--- config.mk ---
export PLATFORM = sky130hd
export DESIGN_NAME = regfile_rename
export DESIGN_NICKNAME = d
export VERILOG_FILES = /design/src/rtl/rf_pkg.sv /design/src/rtl/rf_read_port.sv /design/src/rtl/regfile_rename.sv
export SDC_FILE = /design/constraint.sdc
export NUM_CORES = 2
export LEC_CHECK = 0
export CORE_MARGIN = 3
export CORE_UTILIZATION = 35
export CTS_CLUSTER_SIZE = 8
export DETAILED_ROUTE_END_ITERATION = 8
export PLACE_DENSITY = 0.5
export SETUP_SLACK_MARGIN = 0.05
export SLEW_MARGIN = 20
export SYNTH_ARGS = -nofsm -noshare
export SYNTH_HDL_FRONTEND = slang
export SYNTH_HIERARCHICAL = 1
export SYNTH_SLANG_ARGS = --single-unit
--- constraint.sdc ---
create_clock -name clk_in -period 70.4 [get_ports clk_in]
set_input_delay 14.08 -clock clk_in [delete_from_list [all_inputs] [get_ports clk_in]]
set_output_delay 14.08 -clock clk_in [all_outputs]
set_load 0.02 [all_outputs]
--- src/rtl/rf_pkg.sv ---
// Shared definitions for the renaming register file: default widths, zero
// constants and the per-port read result record.
package rf_pkg;

  localparam int XLEN_DEF = 32;
  localparam int AW_DEF   = 5;
  localparam int TAGW_DEF = 4;

  localparam logic [XLEN_DEF-1:0] ZERO_WORD = '0;
  localparam logic [TAGW_DEF-1:0] ZERO_TAG  = '0;

  typedef struct packed {
    logic [XLEN_DEF-1:0] data;
    logic                busy;
    logic [TAGW_DEF-1:0] tag;
  } rd_result_t;

endpackage

--- src/rtl/rf_read_port.sv ---
// One combinational read port: register-0 masking plus the commit-stage bypass
// that hands a committing value straight to a consumer still waiting on it.
module rf_read_port
  import rf_pkg::*;
#(
  parameter int XLEN = XLEN_DEF,
  parameter int NREG = 32,
  parameter int AW   = AW_DEF,
  parameter int TAGW = TAGW_DEF
) (
  input  logic [AW-1:0]   i_addr,
  input  logic [XLEN-1:0] i_vals [NREG],
  input  logic [NREG-1:0] i_busy,
  input  logic [TAGW-1:0] i_tags [NREG],
  input  logic            i_cmEn,
  input  logic [AW-1:0]   i_cmAddr,
  input  logic [TAGW-1:0] i_cmTag,
  input  logic [XLEN-1:0] i_cmData,
  output logic [XLEN-1:0] o_data,
  output logic            o_busy,
  output logic [TAGW-1:0] o_tag
);

  logic w_bypass;

  // Bypass only when the commit belongs to the producer this entry still waits on.
  assign w_bypass = i_cmEn && (i_cmAddr == i_addr) && i_busy[i_addr] &&
                    (i_tags[i_addr] == i_cmTag);

  always_comb begin
    o_data = '0;
    o_busy = 1'b0;
    o_tag  = '0;
    if (i_addr != '0) begin
      o_data = w_bypass ? i_cmData : i_vals[i_addr];
      o_busy = i_busy[i_addr] && !w_bypass;
      o_tag  = i_tags[i_addr];
    end
  end

endmodule

--- src/rtl/regfile_rename.sv ---
// Architectural register file with per-register busy bit and ROB tag, updated
// by rename, commit and flush, and read through NREAD bypassing ports.
module regfile_rename
  import rf_pkg::*;
#(
  parameter int XLEN  = XLEN_DEF,
  parameter int NREG  = 32,
  parameter int AW    = AW_DEF,
  parameter int TAGW  = TAGW_DEF,
  parameter int NREAD = 2
) (
  input  logic                  clk_in,
  input  logic                  rst_in,
  input  logic [NREAD*AW-1:0]   rd_addr,
  output logic [NREAD*XLEN-1:0] rd_data,
  output logic [NREAD-1:0]      rd_busy,
  output logic [NREAD*TAGW-1:0] rd_tag,
  input  logic                  rn_en,
  input  logic [AW-1:0]         rn_addr,
  input  logic [TAGW-1:0]       rn_tag,
  input  logic                  cm_en,
  input  logic [AW-1:0]         cm_addr,
  input  logic [TAGW-1:0]       cm_tag,
  input  logic [XLEN-1:0]       cm_data,
  input  logic                  flush
);

  logic [XLEN-1:0] r_val [NREG];
  logic [NREG-1:0] r_busy;
  logic [TAGW-1:0] r_tag [NREG];

  logic w_cmValid;
  logic w_cmClears;
  logic w_rnValid;

  assign w_cmValid  = cm_en && (cm_addr != '0);
  assign w_cmClears = w_cmValid && r_busy[cm_addr] && (r_tag[cm_addr] == cm_tag);
  assign w_rnValid  = rn_en && (rn_addr != '0) && !flush;

  // Later assignments win: a same-edge rename overrides the commit's busy clear.
  always_ff @(posedge clk_in or posedge rst_in) begin
    if (rst_in) begin
      r_busy <= '0;
      for (int i = 0; i < NREG; i++) begin
        r_val[i] <= '0;
        r_tag[i] <= '0;
      end
    end else begin
      if (w_cmValid) begin
        r_val[cm_addr] <= cm_data;
      end
      if (w_cmClears) begin
        r_busy[cm_addr] <= 1'b0;
      end
      if (flush) begin
        r_busy <= '0;
      end else if (w_rnValid) begin
        r_busy[rn_addr] <= 1'b1;
        r_tag[rn_addr]  <= rn_tag;
      end
    end
  end

  for (genvar p = 0; p < NREAD; p++) begin : g_port
    rf_read_port #(
      .XLEN (XLEN),
      .NREG (NREG),
      .AW   (AW),
      .TAGW (TAGW)
    ) u_port (
      .i_addr   (rd_addr[p*AW +: AW]),
      .i_vals   (r_val),
      .i_busy   (r_busy),
      .i_tags   (r_tag),
      .i_cmEn   (cm_en),
      .i_cmAddr (cm_addr),
      .i_cmTag  (cm_tag),
      .i_cmData (cm_data),
      .o_data   (rd_data[p*XLEN +: XLEN]),
      .o_busy   (rd_busy[p]),
      .o_tag    (rd_tag[p*TAGW +: TAGW])
    );
  end

endmodule
==> summary.txt <==
Clocking
  – Number of sinks handled by clock tree synthesis: 1184
  – Post-CTS Hold Buffers: 0
  – Clock root buffer: sky130_fd_sc_hd__clkbuf_16
  – Count of H-tree levels built during CTS: 4
  – Number of buffers between clock root and the deepest sink: 3
  – Clock slew at reported path FFs: 0.05 ns
  – Clk_lat worst skew: 0.80 ns
  – TritonCTS clock tree: built
  – Number of clock buffers inserted by TritonCTS: between 150 and 200
  – Post_cts resized: 0
  – Post-CTS setup buffers: 0

Global route
  – Gr usage total: 22.7%
  – Number of global-route vias before repair: 42.8k
  – Initial antenna violation count: 6
  – Global-route wire length before repair: about 320 mm
  – Overall overflow remaining after global route: 0
  – Maximum number of pins on one net before global-route repair: 160

Synth
  – Cell taking the most area after synthesis: sky130_fd_sc_hd__dfrtp_1
  – Count of flip-flops with a built-in enable after synthesis: 0
  – Cell variety after synth: 57
  – Cells after Synth: approximately 4.3k
  – Part of the Yosys area used for sequential elements: a little under half
  – Total of warnings raised by yosys: 6
  – Post-Synthesis Net Count: around 4.3k
  – Post-synthesis cell area: 0.0658 mm^2
  – Synth Register Bits: 1184
  – Predominant post-synthesis flop cell: sky130_fd_sc_hd__dfrtp_1
  – Average cell area after synthesis: ~15 um^2
  – Share of flip-flops with an asynchronous set or reset: 100%
  – Area contributors post-synth: sky130_fd_sc_hd__dfrtp_1 (45%), sky130_fd_sc_hd__mux4_2 (25%), sky130_fd_sc_hd__mux2_2 (19%)
  – Share of Yosys cell area claimed by the top area cell type: between 40% and 50%

Die
  – Horizontal extent of the die: 440 um
  – Core area: 0.186 mm^2
  – Number of placement rows: ~160
  – Floorplan die area: 0.193 mm^2
  – Die H: roughly 440 um
  – Initial cell density of the core: 35.3%
  – Top Ports: 139

Setup path
  – WP data arrival: 19.22 ns
  – Data required time at the worst endpoint: 56.32 ns
  – Worst reg2reg path startpoint: r_tag[109]$_DFFE_PP0P_
  – Crit. End Element: primary output
  – Worst-path cell chain: buf_8, buf_4, mux4_2, a22oi_1, a21oi_1, a211o_1, xnor2_2, nand4_4, buf_4, mux2i_1, clkdlybuf4s50_1
  – Crit path kind: input pin to primary output
  – Library cell appearing most often on the critical path: sky130_fd_sc_hd__buf_4
  – Crit path launch: rd_addr[1]
  – Crit-path leading delay family: buffers and inverters
  – Worst stage delay on the critical path: roughly 0.85 ns
  – Slowest library cell on the worst path: sky130_fd_sc_hd__buf_4
  – Worst Path Max Fanout: 58
  – Sum of buffers and inverters on the critical path: 4
  – Startpoint class of the critical path: input pin

Flow run
  – Total of max-cap violations: 0

STA
  – Fmax: 30.0 MHz
  – Sum of negative setup slack: 0 ns
  – Worst slack on hold paths: ~0.39 ns
  – Fin crit period: 33.30 ns
  – Total setup violations reported at the end of the flow: 0
  – Max transition margin: 24.5%
  – Unrepaired setup endpoints after global routing: false
  – Hold violation count in the final report: 0
  – Pin slew with the least headroom to its limit: 1.13 ns
  – Final Skew: 0.0140 ns
  – Final Max Slew Viols: 0
  – Part of the cycle the worst path needs: 47.3%

Placed design
  – Number of I/O port buffers: 138
  – Final RePlAce weighted congestion: 0.820
  – Post-DP Area: 0.0692 mm^2
  – Detail Placement HPWL: 120 mm

Hold path
  – Classification of the worst-slack hold path: flop to flop
  – Hold path startpoint: r_val[1009]$_DFFE_PP0P_

Routing
  – Number of detailed-route iterations in the first pass: 6
  – Starting DRT DRC Count: 3254
  – Via count of the routed design: 40.4k
  – WL per Instance: approximately 33 um
  – Count of nets left with antenna violations after detail routing: 0
  – Via density: 6.04
  – Number of remaining DRC errors: 0
  – Wire length reported by the detailed router: 217 mm

Power and ir drop
  – Total leakage power: 30.9 nW
  – Maximum ir drop on the vdd rail: 0.0268 mV
  – Power density normalized to cell area: 27.8 mW/mm^2

Cells and area
  – Number of nets in the final layout: 4240
  – Share of post-route cells with drive strength above 1: between 50% and 60%
  – Final Instance Area: 0.0737 mm^2
  – Growth of design area from synthesis to finish: 12.0%

Status
  – Status: completed
-- per-layer routing --
layer	track usage, %	part of all wire (%)	wire, um	up-vias
met2	37.4	49	107000	1196
li1	-	-	-	16395
met4	7.90	3.5	7620	0
met1	30.6	43	93400	22441
met3	3.16	4.4	9650	365
met5	0	0	0	-
-- cells by family (layout without fill, tap and decap cells) --
group	Yosys count	after routing	share of synthesized area, %
AOI/OAI and AO/OA	203	203	2.25
xor gates and xnor gates	17	17	0.249
buffers and inverters	491	438	3.21
DFF	1184	1184	45.0
muxes	1988	1988	46.2
other	0	2	0
and+or+nand+nor	371	371	3.04
-- registers in the layout, indices dropped and copies added, names as in the netlist --
register / cells
r_tag: 128
r_busy: 32
r_val: 1024
-- final cells by class --
type	count	area [um^2]
clock inverter	12	204
tap	2480	3100
fill	17164	113000
sequential	1184	29600
antenna	2	5.00
inverter	12	55.1
clock buffer	183	4330
multi-input combinational	2579	34300
timing repair buffer	231	2060
-- path summary, 6_finish.rpt --
path / endpoint / slack, ns / depth (start not counted)
max: rd_data[21] / 37.10 / 11
min: r_val[1009]$_DFFE_PP0P_ / 0.39 / 0
max reg2reg: r_busy[27]$_DFF_PP0_ / 67.03 / 7
min reg2reg: r_val[1009]$_DFFE_PP0P_ / 0.39 / 0
max in group asynchronous: r_val[660]$_DFFE_PP0P_ / 52.15 / 7
min in group asynchronous: r_val[227]$_DFFE_PP0P_ / 13.84 / 2
-- metrics by stage --
step | cells | power, W | worst slack [ns] | util (%)
final | 6683 | 0.00205 | 37.10 | 39.6
after global routing | 6682 | 0.00215 | 36.87 | 39.6
after CTS | 6681 | 0.00207 | 37.03 | 39.6
after detailed placement | 6486 | 0.00133 | 37.04 | 37.2
after global placement | 6486 | 0.00132 | 37.04 | 37.2
after floorplan | 4254 | 0.00120 | 22.97 | -
-- power breakdown --
| group | switching, W | internal [W] | total [W] |
|---|---|---|---|
| logic | 0.000167 | 0.000259 | 0.000426 |
| registers | 0.0000872 | 0.000803 | 0.000890 |
| clock network | 0.000303 | 0.000431 | 0.000734 |
-- synth_stat cells, types with 3 or more instances --
master / number
sky130_fd_sc_hd__xor2_1: 8
sky130_fd_sc_hd__o31a_1: 3
sky130_fd_sc_hd__nand3_1: 10
sky130_fd_sc_hd__o211ai_1: 64
sky130_fd_sc_hd__buf_1: 39
sky130_fd_sc_hd__nor4_1: 10
sky130_fd_sc_hd__nand4b_1: 5
sky130_fd_sc_hd__buf_4: 16
sky130_fd_sc_hd__nor2b_1: 19
sky130_fd_sc_hd__nand3b_1: 9
sky130_fd_sc_hd__mux2i_1: 136
sky130_fd_sc_hd__a22o_1: 4
sky130_fd_sc_hd__nor3b_1: 10
sky130_fd_sc_hd__a211o_1: 4
sky130_fd_sc_hd__a2111oi_0: 4
sky130_fd_sc_hd__o41a_1: 4
sky130_fd_sc_hd__buf_2: 95
sky130_fd_sc_hd__or4bb_1: 4
sky130_fd_sc_hd__nand2b_1: 7
sky130_fd_sc_hd__nor2_1: 64
sky130_fd_sc_hd__inv_1: 12
sky130_fd_sc_hd__clkbuf_1: 317
sky130_fd_sc_hd__a31oi_1: 4
sky130_fd_sc_hd__o41ai_1: 20
sky130_fd_sc_hd__and3_1: 10
sky130_fd_sc_hd__a21oi_1: 33
sky130_fd_sc_hd__and2_1: 8
sky130_fd_sc_hd__dfrtp_1: 1184
sky130_fd_sc_hd__or2_1: 65
sky130_fd_sc_hd__xnor2_1: 7
sky130_fd_sc_hd__nand2_1: 115
sky130_fd_sc_hd__o22ai_1: 24
sky130_fd_sc_hd__buf_6: 12
sky130_fd_sc_hd__a211oi_1: 8
sky130_fd_sc_hd__mux2_2: 1124
sky130_fd_sc_hd__mux4_2: 728
sky130_fd_sc_hd__a22oi_1: 20
sky130_fd_sc_hd__nor3_1: 5
sky130_fd_sc_hd__or4b_1: 3
sky130_fd_sc_hd__nand4_1: 7
sky130_fd_sc_hd__and3b_1: 7
-- placed cells by master, fill, tap and decap left out, types with 8 or more instances in the layout --
master,instances
sky130_fd_sc_hd__dfrtp_1,1184
sky130_fd_sc_hd__mux2_2,1124
sky130_fd_sc_hd__mux4_2,728
sky130_fd_sc_hd__clkbuf_16,171
sky130_fd_sc_hd__mux2i_1,136
sky130_fd_sc_hd__nand2_1,107
sky130_fd_sc_hd__clkdlybuf4s50_1,106
sky130_fd_sc_hd__buf_4,89
sky130_fd_sc_hd__or2_1,65
sky130_fd_sc_hd__o211ai_1,64
sky130_fd_sc_hd__nor2_1,40
sky130_fd_sc_hd__a21oi_1,33
sky130_fd_sc_hd__nor2_4,24
sky130_fd_sc_hd__o22ai_1,24
sky130_fd_sc_hd__buf_2,21
sky130_fd_sc_hd__a22oi_1,20
sky130_fd_sc_hd__o41ai_1,20
sky130_fd_sc_hd__nor2b_1,19
sky130_fd_sc_hd__clkbuf_1,11
sky130_fd_sc_hd__nor3b_1,10
sky130_fd_sc_hd__and3_1,10
sky130_fd_sc_hd__nor4_1,10
sky130_fd_sc_hd__nand3b_1,9
sky130_fd_sc_hd__nand3_1,9
sky130_fd_sc_hd__inv_1,9
sky130_fd_sc_hd__nand2_4,8
sky130_fd_sc_hd__a211oi_1,8
sky130_fd_sc_hd__and2_1,8
sky130_fd_sc_hd__xor2_1,8
No activity file was read; power rests on OpenSTA's default activity.
